==> src/rtl/des_round_engine.sv <==
// Single-DES Feistel datapath and sequencer: IP, NUM_ROUNDS rounds fed by an external
// subkey source, final swap and FP. One round takes two cycles (key request + round).
//
// state | meaning
// IDLE  | waiting for start, result held on data_out
// KREQ  | key_adv high, key source advancing to the next subkey
// RND   | one Feistel round using kout
// OUT   | final swap + FP into data_out
module des_round_engine #(
    parameter int NUM_ROUNDS = 16
) (
    input  logic        clk,
    input  logic        rst,
    input  logic        start,
    input  logic [63:0] data_in,
    input  logic [47:0] kout,
    output logic        key_clear,
    output logic        key_adv,
    output logic        busy,
    output logic [63:0] data_out,
    output logic        out_valid
);

    typedef enum logic [1:0] {IDLE, KREQ, RND, OUT} state_t;

    localparam int IP_T [64] = '{58,50,42,34,26,18,10,2, 60,52,44,36,28,20,12,4,
                                 62,54,46,38,30,22,14,6, 64,56,48,40,32,24,16,8,
                                 57,49,41,33,25,17,9,1,  59,51,43,35,27,19,11,3,
                                 61,53,45,37,29,21,13,5, 63,55,47,39,31,23,15,7};
    localparam int FP_T [64] = '{40,8,48,16,56,24,64,32, 39,7,47,15,55,23,63,31,
                                 38,6,46,14,54,22,62,30, 37,5,45,13,53,21,61,29,
                                 36,4,44,12,52,20,60,28, 35,3,43,11,51,19,59,27,
                                 34,2,42,10,50,18,58,26, 33,1,41,9,49,17,57,25};
    localparam int E_T [48]  = '{32,1,2,3,4,5, 4,5,6,7,8,9, 8,9,10,11,12,13, 12,13,14,15,16,17,
                                 16,17,18,19,20,21, 20,21,22,23,24,25, 24,25,26,27,28,29, 28,29,30,31,32,1};
    localparam int P_T [32]  = '{16,7,20,21,29,12,28,17, 1,15,23,26,5,18,31,10,
                                 2,8,24,14,32,27,3,9,    19,13,30,6,22,11,4,25};
    // Indexed by {row, col}: row = outer bits, col = middle four bits of the 6-bit group.
    localparam int SBOX [8][64] = '{
        '{14,4,13,1,2,15,11,8,3,10,6,12,5,9,0,7,     0,15,7,4,14,2,13,1,10,6,12,11,9,5,3,8,
          4,1,14,8,13,6,2,11,15,12,9,7,3,10,5,0,     15,12,8,2,4,9,1,7,5,11,3,14,10,0,6,13},
        '{15,1,8,14,6,11,3,4,9,7,2,13,12,0,5,10,     3,13,4,7,15,2,8,14,12,0,1,10,6,9,11,5,
          0,14,7,11,10,4,13,1,5,8,12,6,9,3,2,15,     13,8,10,1,3,15,4,2,11,6,7,12,0,5,14,9},
        '{10,0,9,14,6,3,15,5,1,13,12,7,11,4,2,8,     13,7,0,9,3,4,6,10,2,8,5,14,12,11,15,1,
          13,6,4,9,8,15,3,0,11,1,2,12,5,10,14,7,     1,10,13,0,6,9,8,7,4,15,14,3,11,5,2,12},
        '{7,13,14,3,0,6,9,10,1,2,8,5,11,12,4,15,     13,8,11,5,6,15,0,3,4,7,2,12,1,10,14,9,
          10,6,9,0,12,11,7,13,15,1,3,14,5,2,8,4,     3,15,0,6,10,1,13,8,9,4,5,11,12,7,2,14},
        '{2,12,4,1,7,10,11,6,8,5,3,15,13,0,14,9,     14,11,2,12,4,7,13,1,5,0,15,10,3,9,8,6,
          4,2,1,11,10,13,7,8,15,9,12,5,6,3,0,14,     11,8,12,7,1,14,2,13,6,15,0,9,10,4,5,3},
        '{12,1,10,15,9,2,6,8,0,13,3,4,14,7,5,11,     10,15,4,2,7,12,9,5,6,1,13,14,0,11,3,8,
          9,14,15,5,2,8,12,3,7,0,4,10,1,13,11,6,     4,3,2,12,9,5,15,10,11,14,1,7,6,0,8,13},
        '{4,11,2,14,15,0,8,13,3,12,9,7,5,10,6,1,     13,0,11,7,4,9,1,10,14,3,5,12,2,15,8,6,
          1,4,11,13,12,3,7,14,10,15,6,8,0,5,9,2,     6,11,13,8,1,4,10,7,9,5,0,15,14,2,3,12},
        '{13,2,8,4,6,15,11,1,10,9,3,14,5,0,12,7,     1,15,13,8,10,3,7,4,12,5,6,11,0,14,9,2,
          7,11,4,1,9,12,14,2,0,6,10,13,15,3,5,8,     2,1,14,7,4,10,8,13,15,12,9,0,3,5,6,11}
    };

    // Table entries are 1-based DES bit numbers, DES bit 1 being the MSB.
    function automatic logic [63:0] ip_perm(input logic [63:0] x);
        logic [63:0] y;
        for (int i = 0; i < 64; i++) y[63-i] = x[64-IP_T[i]];
        return y;
    endfunction

    function automatic logic [63:0] fp_perm(input logic [63:0] x);
        logic [63:0] y;
        for (int i = 0; i < 64; i++) y[63-i] = x[64-FP_T[i]];
        return y;
    endfunction

    function automatic logic [31:0] feistel(input logic [31:0] r, input logic [47:0] k);
        logic [47:0] e;
        logic [31:0] s;
        logic [31:0] p;
        logic [5:0]  six;
        for (int i = 0; i < 48; i++) e[47-i] = r[32-E_T[i]];
        e = e ^ k;
        for (int j = 0; j < 8; j++) begin
            six = e[47-6*j -: 6];
            s[31-4*j -: 4] = 4'(SBOX[j][{six[5], six[0], six[4:1]}]);
        end
        for (int i = 0; i < 32; i++) p[31-i] = s[32-P_T[i]];
        return p;
    endfunction

    state_t      state_q;
    logic [31:0] l_q, r_q;
    logic [4:0]  rnd_q;
    logic [63:0] data_out_q;
    logic        out_valid_q, busy_q, key_adv_q;
    logic [31:0] r_d;

    assign r_d = l_q ^ feistel(r_q, kout);

    always_ff @(posedge clk) begin
        if (rst) begin
            state_q     <= IDLE;
            l_q         <= '0;
            r_q         <= '0;
            rnd_q       <= '0;
            data_out_q  <= '0;
            out_valid_q <= 1'b0;
            busy_q      <= 1'b0;
            key_adv_q   <= 1'b0;
        end else begin
            out_valid_q <= 1'b0;
            key_adv_q   <= 1'b0;
            case (state_q)
                IDLE: if (start) begin
                    {l_q, r_q} <= ip_perm(data_in);
                    rnd_q      <= '0;
                    busy_q     <= 1'b1;
                    key_adv_q  <= 1'b1;
                    state_q    <= KREQ;
                end
                KREQ: state_q <= RND;
                RND: begin
                    l_q   <= r_q;
                    r_q   <= r_d;
                    rnd_q <= rnd_q + 5'd1;
                    if (rnd_q == 5'(NUM_ROUNDS - 1)) begin
                        state_q <= OUT;
                    end else begin
                        key_adv_q <= 1'b1;
                        state_q   <= KREQ;
                    end
                end
                OUT: begin
                    data_out_q  <= fp_perm({r_q, l_q});
                    out_valid_q <= 1'b1;
                    busy_q      <= 1'b0;
                    state_q     <= IDLE;
                end
                default: state_q <= IDLE;
            endcase
        end
    end

    // The clear strobe must coincide with the accepting start, so it stays combinational.
    assign key_clear = (state_q == IDLE) && start && !rst;
    assign key_adv   = key_adv_q;
    assign busy      = busy_q;
    assign data_out  = data_out_q;
    assign out_valid = out_valid_q;

endmodule

==> config.mk <==
export PLATFORM = sky130hd
export DESIGN_NAME = des_round_engine
export DESIGN_NICKNAME = d
export VERILOG_FILES = /design/src/rtl/des_round_engine.sv
export SDC_FILE = /design/constraint.sdc
export NUM_CORES = 1
export LEC_CHECK = 0
export ABC_AREA = 1
export BUFFER_PORTS_ARGS = -buffer_cell sky130_fd_sc_hd__buf_2
export CAP_MARGIN = 40
export CORE_AREA = 2 2 197 199
export DETAILED_ROUTE_END_ITERATION = 10
export DIE_AREA = 0 0 199 201
export PLACE_DENSITY_LB_ADDON = 0.05
export SLEW_MARGIN = 5
export SYNTH_ARGS = -nofsm -noshare
export SYNTH_HDL_FRONTEND = slang
export SYNTH_SLANG_ARGS = --single-unit
==> constraint.sdc <==
create_clock -name clk -period 3.7 [get_ports clk]
set_input_delay 1.11 -clock clk [delete_from_list [all_inputs] [get_ports clk]]
set_output_delay 1.11 -clock clk [all_outputs]
set_load 0.02 [all_outputs]
==> flow_summary.yaml, run 1 <==
critical_path:
  critPathLaunchType: "input port"
  end_kind: "primary output"
  critPathKind: "in -> out"
  cp_max_fo: 2
  cp.arrival_ps: 1880
  path_cells: "buf_2, nand2_1, nor3_1, buf_4, buf_2"
  critPathTopFamily: "buffers and inverters"
  slowest_stage: "nor3_1"
  worst-path-buf-inv: 3
  cp.required_ps: 2590
  cpMostUsedCell: "buf_2"
  slowest_delay_ps: 220
clocking:
  ctsRootBufferMaster: "clkbuf_16"
  clock-sinks: 138
  ctsResizeCount: 0
  numCtsBuffers: 17
  htree_levels: 4
  post-cts-setup-buffer-count: 0
  cts_tree: "done"
  insertion_delay_ps: 450
  cts.path.max_buffers: 2
  postCtsHoldBufs: 0
  path_clk_slew_ps: 60
sta:
  slew_viol_final: 0
  rsz0062_at_grt: "no"
  max_freq_ghz: 0.334
  holdWs_ps: 467
  finalHoldViolations: 0
  finalClockSkew_ps: 8.31
  period_minus_slack_ps: 2990
  relSlewSlack_pct: 48.1
  worst_slew_pin_slew_ps: 778
  setup_tns_ps: 0
  finalSetupViolCount: 0
  post-route-period-util_pct: 80.9
grt:
  grt_max_degree: 77
  grt_pass1_vias: 11800
  grt_pass1_wl_mm: 68.2
  grt.total_usage_pct: 22.1
  antenna_found_initial: 2
  grt_overflow_total: 0
synth:
  yosysWarnings: 0
  synth-seq-cells: 138
  yosysSeqAreaShare_pct: 24.6
  netlist_instances: 1886
  syn_nets: 2065
  syn_area_um2: 11200
  syn_avg_cell_area_um2: 5.96
  yosysUniqueCellTypes: 37
layout:
  syn_to_final_growth_pct: 17.9
  drive_gt1_share_pct: 14.6
  finish.instance_area_um2: 13300
  final_nets: 2207
drt:
  via_per_inst: 4.90
  vias: 12500
  remaining_drc_errors: 0
  routedWlPerCell_um: 17.1
  totalWireLength_mm: 43.8
  drt_iter0_drc: 716
  ant_nets: 0
  first_pass_iters: 5
placement:
  postPlaceCellArea_um2: 12600
  dpl.hpwl_mm: 33.2
  portBuffers: 182
  globalplace.congestion: 0.888
run_status:
  status: "complete, no violations"
power_and_ir_drop:
  power-per-cell-area_nw_per_um2: 418
  p_leak_nw: 6.53
  peakVddDrop_v: 0.000334
  power.total_mw: 5.54
die:
  dieArea_um2: 40000
  rows: 72
  io_pins: 183
  initial_core_util_pct: 29.5
  coreArea_um2: 38100
  die_h_um: 201
  die_w_um: 199
job:
  max_cap_viol_count: 0
min_path:
  min_path_type: "reg -> reg"
[power by group]
| group | switching, mW | total [mW] | leakage [nW] | internal, mW |
|---|---|---|---|---|
| Sequential | 0.108 | 1.67 | 1.12 | 1.56 |
| Clock | 0.752 | 1.87 | 0.293 | 1.12 |
| Combinational | 1.34 | 2.00 | 5.11 | 0.669 |
| Total | 2.20 | 5.54 | 6.53 | 3.34 |
[worst paths after layout]
path | from | endpoint | slack [ps] | cells past startpoint
worst max-delay path | start | key_clear | 710 | 5
worst min-delay path | rnd_q[4]$_SDFFE_PP0P_ | rnd_q[4]$_SDFFE_PP0P_ | 470 | 2
worst max register to register | r_q[8]$_SDFFE_PP0P_ | r_q[28]$_SDFFE_PP0P_ | 1050 | 14
worst min register to register | rnd_q[4]$_SDFFE_PP0P_ | rnd_q[4]$_SDFFE_PP0P_ | 470 | 2
[placed cells by master, fill, tap and decap left out, types with 4 or more instances in the layout]
| master | netlist | layout |
|---|---|---|
| nand2_1 | 647 | 646 |
| nand3_1 | 394 | 394 |
| buf_2 | 31 | 182 |
| inv_1 | 147 | 146 |
| a21oi_1 | 139 | 139 |
| dfxtp_1 | 138 | 138 |
| nor2_1 | 109 | 108 |
| o21ai_0 | 70 | 70 |
| ha_1 | 64 | 64 |
| buf_4 | 9 | 25 |
| inv_2 | 21 | 22 |
| clkbuf_16 | 0 | 17 |
| xnor2_1 | 13 | 13 |
| o21ai_1 | 8 | 8 |
| xor2_2 | 7 | 7 |
| nand2_2 | 5 | 6 |
| xnor2_2 | 6 | 6 |
| xnor2_4 | 4 | 4 |
| buf_12 | 0 | 4 |
[cell families (layout without fill, tap and decap cells)]
logic type               Yosys count  count (layout)  share of synthesized area, %
XOR/XNOR                          35              35                          4.76
flip-flops                       138             138                          24.6
AND/OR/NAND/NOR                 1166            1166                          43.6
AO/OA/AOI/OAI                    226             226                          10.3
other                              0               1                             0
buffers and inverters            257             412                          9.62
adder cells (fa/ha/maj)           64              64                          7.12
[routing by layer]
metal / track usage (%) / share of wire [%] / vias up
met5: 0 / 0.062 / -
met4: 4.85 / 1.3 / 4
met3: 3.71 / 4.1 / 34
met2: 36.0 / 46 / 272
met1: 30.4 / 49 / 5828
li1: - / - / 6395
[worst register-to-register path, cell delays in order, from the launching register on]
cell and delay (ps):
dfxtp_1 550, inv_1 240, nand2_1 100, nand2_1 210, ha_1 410, inv_1 100, nand2_1 140, nand2_1 110
nand2_1 50, nand3_1 80, nand3_1 140, nand3_1 110, nand3_1 120, nand2_1 100, a21oi_1 60
[cell type report]
class / instances / area, µm²
Fill cell: 4279 / 24800
Multi-Input combinational cell: 1491 / 7420
Sequential cell: 138 / 2760
Timing Repair Buffer: 211 / 1180
Tap cell: 518 / 648
Inverter: 169 / 637
Clock buffer: 22 / 474
Clock inverter: 10 / 140
Antenna cell: 1 / 2.50
[stage by stage]
stage               std cells  util, %  worst slack [ps]
floorplan                1886        -               739
global placement         2527     33.2               470
detailed placement       2527     33.2               540
CTS                      2559     34.8               681
global route             2559     34.8               635
finish                   2560     34.8               708
[registers in the layout, summed over array words and instances (netlist names)]
| register | count |
|---|---|
| data_out | 64 |
| busy | 1 |
| l_q | 32 |
| key_adv | 1 |
| rnd_q | 5 |
| state_q | 2 |
| out_valid | 1 |
| r_q | 32 |
[synthesized netlist by cell type, drive strengths merged]
cell type,instances,area (µm²)
xor2,12,214
a31o,1,8.76
o21bai,1,7.51
clkinv,1,3.75
inv,168,631
o22ai,1,6.26
o21ai,78,390
o211ai,3,22.5
o311a,1,10.0
and2,1,6.26
nor3b,1,7.51
nand3,394,1970
nand4,2,12.5
a21oi,140,704
or2,2,12.5
clkbuf,34,128
buf,54,320
a221oi,1,8.76
dfxtp,138,2760
nor3,2,10.0
ha,64,801
xnor2,23,322
nor2,112,428
nand2,652,2460
Power figures use the tool's default switching activity.
==> run 2: changes to the inputs <==
--- a/config.mk
+++ b/config.mk
@@ -5,12 +5,12 @@
 export SDC_FILE = /design/constraint.sdc
 export NUM_CORES = 1
 export LEC_CHECK = 0
-export ABC_AREA = 1
+export ABC_AREA = 0
 export BUFFER_PORTS_ARGS = -buffer_cell sky130_fd_sc_hd__buf_2
 export CAP_MARGIN = 40
-export CORE_AREA = 2 2 197 199
+export CORE_AREA = 2 2 194 196
 export DETAILED_ROUTE_END_ITERATION = 10
-export DIE_AREA = 0 0 199 201
+export DIE_AREA = 0 0 196 198
 export PLACE_DENSITY_LB_ADDON = 0.05
 export SLEW_MARGIN = 5
 export SYNTH_ARGS = -nofsm -noshare
==> constraint.sdc (replaced) <==
create_clock -name clk -period 3.05 [get_ports clk]
set_input_delay 0.915 -clock clk [delete_from_list [all_inputs] [get_ports clk]]
set_output_delay 0.915 -clock clk [all_outputs]
set_load 0.02 [all_outputs]
==> flow_summary.yaml, run 2 <==
die:
  rows: 71
  die_h_um: 198
  die_w_um: 196
  io_pins: 183
  initial_core_util_pct: 29.5
  dieArea_um2: 38800
  coreArea_um2: 37000
placement:
  dpl.hpwl_mm: 32.4
  pre_cts_ws_ps: -249
  portBuffers: 182
  globalplace.congestion: 0.852
sta:
  finalSetupViolCount: 0
  slew_viol_final: 0
  setup_ws_ps: 203
  relSlewSlack_pct: 41.2
  holdWs_ps: 448
  setup_tns_ps: 0
  finalClockSkew_ps: 9.18
  post-route-period-util_pct: 93.3
  max_freq_ghz: 0.351
  worst_slew_pin_slew_ps: 882
  period_minus_slack_ps: 2850
  rsz0062_at_grt: "no"
  finalHoldViolations: 0
synth:
  syn_avg_cell_area_um2: 8.17
  yosys-top-cells-count: "nor2_1 (168), dfxtp_1 (138), nand2_1 (104), a21oi_1 (72), clkbuf_1 (67)"
  syn_area_um2: 10900
  yosysUniqueCellTypes: 76
  syn_nets: 1515
  synth_largest_area_cell: "dfxtp_1"
  yosysSeqAreaShare_pct: 25.3
  yosysWarnings: 0
  yosysTopAreaCellShare_pct: 25.3
  synth_area_leaders: "dfxtp_1 (25%), ha_1 (7.3%), nor2_1 (5.8%)"
  synth_edf_count: 0
  synth-main-ff-cell: "dfxtp_1"
  netlist_instances: 1336
  yosysMostFrequentCell: "nor2_1"
  synth-seq-cells: 138
  async_flop_share_pct: 0
clocking:
  ctsRootBufferMaster: "clkbuf_16"
  ctsResizeCount: 0
  postCtsHoldBufs: 0
  path_clk_slew_ps: 60
  htree_levels: 4
  insertion_delay_ps: 450
  cts_tree: "done"
  clock-sinks: 138
  numCtsBuffers: 17
  post-cts-setup-buffer-count: 0
  cts.path.max_buffers: 2
critical_path:
  cp.required_ps: 2130
  critPathKind: "reg -> out"
  critPathLaunchType: "flop"
  cp_max_fo: 35
  worstRegToRegCells: 10
  cp.arrival_ps: 1930
  end_kind: "primary output"
run_status:
  status: "complete, no violations"
layout:
  final_nets: 1811
  num_antenna_cells: 0
  layout_commonest_cell: "buf_4"
  drive_gt1_share_pct: 28.8
  syn_to_final_growth_pct: 31.0
  largest_reg_flops: 64
  nFillCells: 3857
  final_cell_mix: "buf_4 (189), buf_2 (182), nor2_1 (167)"
drt:
  drt_iter0_drc: 859
  ant_nets: 0
  totalWireLength_mm: 43.8
  remaining_drc_errors: 0
  via_per_inst: 5.24
  routedWlPerCell_um: 20.7
  vias: 11100
  first_pass_iters: 6
grt:
  grt_pass1_vias: 10700
  grt_max_degree: 66
  grt_pass1_wl_mm: 66.2
  grt.total_usage_pct: 22.5
  grt_overflow_total: 0
  antenna_found_initial: 1
power_and_ir_drop:
  netSwitchingPower_mw: 2.87
  p_leak_nw: 6.35
  clock_power_share_pct: 30.3
  power-per-cell-area_nw_per_um2: 546
  seqPwrFrac_pct: 26.3
  p_comb_share_pct: 43.4
  internal_power_mw: 4.94
  p_sw_share_pct: 36.8
  power.total_mw: 7.81
  peakVddDrop_v: 0.000410
job:
  max_cap_viol_count: 0
min_path:
  min_path_type: "reg -> reg"
  min_delay_path_depth: 1
[run 2: cell count changes after synthesis, moves of 42 or more]
cell and change:
nor2_1 +59, xor2_1 +42, nor3_1 +64, a21oi_1 -67, mux2i_1 +44, inv_1 -118
nand3_1 -368, nand2_1 -543, a22o_1 +64, xnor2_1 +47
[run 2: cell families (layout without fill, tap and decap cells)]
| kind of cell | after synthesis | in the layout | synth area share (%) |
|---|---|---|---|
| DFF | 138 | 138 | 25.3 |
| xor gates and xnor gates | 119 | 119 | 10.8 |
| AOI/OAI and AO/OA | 347 | 347 | 23.0 |
| and+or+nand+nor | 461 | 461 | 19.3 |
| adders and majority gates | 64 | 64 | 7.34 |
| muxes | 70 | 70 | 9.06 |
| buffers and inverters | 137 | 446 | 5.24 |
[run 2: power groups by stage]
stage | Clock (mW) | Sequential, mW | Combinational (mW)
after global placement | 0 | 2.10 | 3.39
after floorplan | 0 | 2.02 | 2.08
after detailed placement | 0 | 2.10 | 3.38
after CTS | 2.41 | 2.06 | 3.40
final | 2.36 | 2.05 | 3.39
after global routing | 2.48 | 2.07 | 3.73
[run 2: cell type report]
class	instances	area [µm²]	area share, %
Clock inverter	10	163	1.14
Timing Repair Buffer	378	2480	17.3
Clock buffer	22	484	3.39
Inverter	36	139	0.972
Multi-Input combinational cell	1061	7670	53.7
Sequential cell	138	2770	19.3
Tap cell	474	593	4.15
[run 2: final timing paths]
| path | startpoint | to | slack (ps) |
|---|---|---|---|
| max | state_q[1]$_SDFFE_PP0P_ | key_clear | 200 |
| max reg2reg | r_q[13]$_SDFFE_PP0P_ | r_q[29]$_SDFFE_PP0P_ | 300 |
| min | busy$_SDFFE_PP0P_ | busy$_SDFFE_PP0P_ | 450 |
| min reg2reg | busy$_SDFFE_PP0P_ | busy$_SDFFE_PP0P_ | 450 |
[run 2: worst max-delay path, cell delays in order, from the launching register on]
cell and delay [ps]:
dfxtp_2 550, nor3_1 640, buf_2 280
[run 2: routing by layer]
metal | global-route usage, % | vias up | wire (µm)
li1 | - | 5427 | -
met1 | 30.7 | 5347 | 20900
met2 | 37.4 | 286 | 20500
met3 | 2.73 | 36 | 1690
met4 | 6.09 | 0 | 752
met5 | 0 | - | 0
[run 2: through the flow]
| step | cells | util [%] | instance area, µm² |
|---|---|---|---|
| after floorplan | 1336 | - | 11000 |
| after global placement | 2086 | 36.8 | 13600 |
| after detailed placement | 2087 | 36.9 | 13600 |
| after CTS | 2119 | 38.7 | 14300 |
| after global routing | 2119 | 38.7 | 14300 |
| final | 2119 | 38.7 | 14300 |
==> run 3: changes to the inputs <==
--- a/config.mk
+++ b/config.mk
@@ -5,12 +5,13 @@
 export SDC_FILE = /design/constraint.sdc
 export NUM_CORES = 1
 export LEC_CHECK = 0
-export ABC_AREA = 0
+export ABC_AREA = 1
 export BUFFER_PORTS_ARGS = -buffer_cell sky130_fd_sc_hd__buf_2
 export CAP_MARGIN = 40
-export CORE_AREA = 2 2 194 196
+export CORE_AREA = 2 2 197 199
 export DETAILED_ROUTE_END_ITERATION = 10
-export DIE_AREA = 0 0 196 198
+export DIE_AREA = 0 0 199 201
+export GPL_TIMING_DRIVEN = 0
 export PLACE_DENSITY_LB_ADDON = 0.05
 export SLEW_MARGIN = 5
 export SYNTH_ARGS = -nofsm -noshare
==> flow_summary.yaml, run 3 (synthesis gave the netlist of run 1 again) <==
run_status:
  status: "complete, no violations"
drt:
  ant_nets: 0
  vias: 13200
  routedWlPerCell_um: 20.5
  drt_iter0_drc: 920
  remaining_drc_errors: 0
  first_pass_iters: 5
  totalWireLength_mm: 53.7
  via_per_inst: 5.04
sta:
  relSlewSlack_pct: 39.1
  worst_slew_pin_slew_ps: 913
  finalClockSkew_ps: 18.6
  period_minus_slack_ps: 2890
  finalHoldViolations: 0
  holdWs_ps: 466
  slew_viol_final: 0
  finalSetupViolCount: 0
  max_freq_ghz: 0.347
  rsz0062_at_grt: "no"
  post-route-period-util_pct: 94.6
die:
  die_w_um: 199
  rows: 72
  coreArea_um2: 38100
  die_h_um: 201
  io_pins: 183
  initial_core_util_pct: 29.5
  dieArea_um2: 40000
layout:
  final_nets: 2272
  syn_to_final_growth_pct: 19.9
  largest_reg_flops: 64
  drive_gt1_share_pct: 15.1
  final_cell_mix: "nand2_1 (647), nand3_1 (394), buf_2 (212)"
  finish.instance_area_um2: 13500
  layout_commonest_cell: "nand2_1"
job:
  max_cap_viol_count: 0
grt:
  grt_pass1_vias: 12300
  antenna_found_initial: 0
  grt.total_usage_pct: 26.7
  grt_max_degree: 17
  grt_overflow_total: 0
  grt_pass1_wl_mm: 78.2
critical_path:
  critPathLaunchType: "flop"
  end_kind: "flop"
  cp.arrival_ps: 3160
  critPathKind: "reg -> reg"
  reg2reg_slack_ps: 160
  worstRegToRegCells: 15
  rr_endpoint: "r_q[29]$_SDFFE_PP0P_"
  cp_max_fo: 7
  reg2reg_from: "r_q[12]$_SDFFE_PP0P_"
  cp.required_ps: 3330
clocking:
  postCtsHoldBufs: 0
  ctsResizeCount: 0
  clock-sinks: 138
  path_clk_slew_ps: 70
  post-cts-setup-buffer-count: 0
  htree_levels: 4
  cts.path.max_buffers: 2
  ctsRootBufferMaster: "clkbuf_16"
  cts_tree: "done"
  numCtsBuffers: 17
  insertion_delay_ps: 430
placement:
  postPlaceCellArea_um2: 12900
  globalplace.congestion: 0.902
  portBuffers: 181
  dpl.hpwl_mm: 42.0
min_path:
  min_delay_path_depth: 2
  hold_end: "rnd_q[4]$_SDFFE_PP0P_"
  min_path_type: "reg -> reg"
  hp-start: "rnd_q[4]$_SDFFE_PP0P_"
power_and_ir_drop:
  peakVddDrop_v: 0.000412
  power-per-cell-area_nw_per_um2: 502
  p_leak_nw: 6.66
run 3: cell count changes in the layout (fill, tap and decap cells not counted), sizes merged, moves of 56 or more:
cell,change
nand2,+548
nand3,+368
inv,+137
buf,-136
a21oi,+68
a22o,-64
nor3,-64
nor2,-56
run 3: how the worst max path moves through the flow:
stage	slack (ps)	cells past startpoint	end	from
2_1_floorplan	480	2	key_clear	rst
3_3_place_gp	-240	16	r_q[19]$_SDFFE_PP0P_	kout[37]
3_5_place_dp	-180	16	r_q[19]$_SDFFE_PP0P_	kout[37]
4_1_cts	160	15	r_q[29]$_SDFFE_PP0P_	r_q[12]$_SDFFE_PP0P_
5_1_grt	1	15	r_q[19]$_SDFFE_PP0P_	r_q[24]$_SDFFE_PP0P_
6_report	160	15	r_q[29]$_SDFFE_PP0P_	r_q[12]$_SDFFE_PP0P_
run 3: critical path, cell delays in order (launching register included):
cell     delay, ps
dfxtp_1        640
inv_2          160
nand2_1         90
nand2_1        190
ha_1           430
inv_1           50
nand2_1        240
nand3_1        110
nand2_1         80
nand2_1         50
nand2_1         80
nand2_1         90
nand3_1        120
nand3_1        200
nand2_1        130
a21oi_1         60
run 3: per-stage QoR:
step                      power (mW)  worst slack [ps]  instances  TNS (ps)  utilization, %
after detailed placement        4.64              -179       2592      -660            33.9
after CTS                       6.77               165       2624         0            35.4
final                           6.78               164       2625         0            35.4
after global placement          4.65              -238       2585     -1170            33.6
after global routing            7.19              1.13       2624         0            35.4
after floorplan                 3.79               479       1886         0               -
run 3: routing by layer:
metal  GRT usage, %  share of wire (%)
met5              0                  0
met4           7.36                2.4
met3           4.49                6.1
met2           42.5                 45
met1           37.0                 47
run 3: cell type report:
cell class,count,area [µm²]
clock inverter,12,138
sequential,138,2760
multi-input combinational,1491,7410
fill,4335,24600
tap,518,648
timing repair buffer,188,1000
inverter,169,634
buffer,88,448
clock buffer,20,447
antenna,1,2.50
run 3: where the power goes:
group | total, mW | internal [mW] | switching (mW)
Clock | 2.14 | 1.24 | 0.907
Sequential | 1.99 | 1.89 | 0.102
Combinational | 2.64 | 0.842 | 1.80
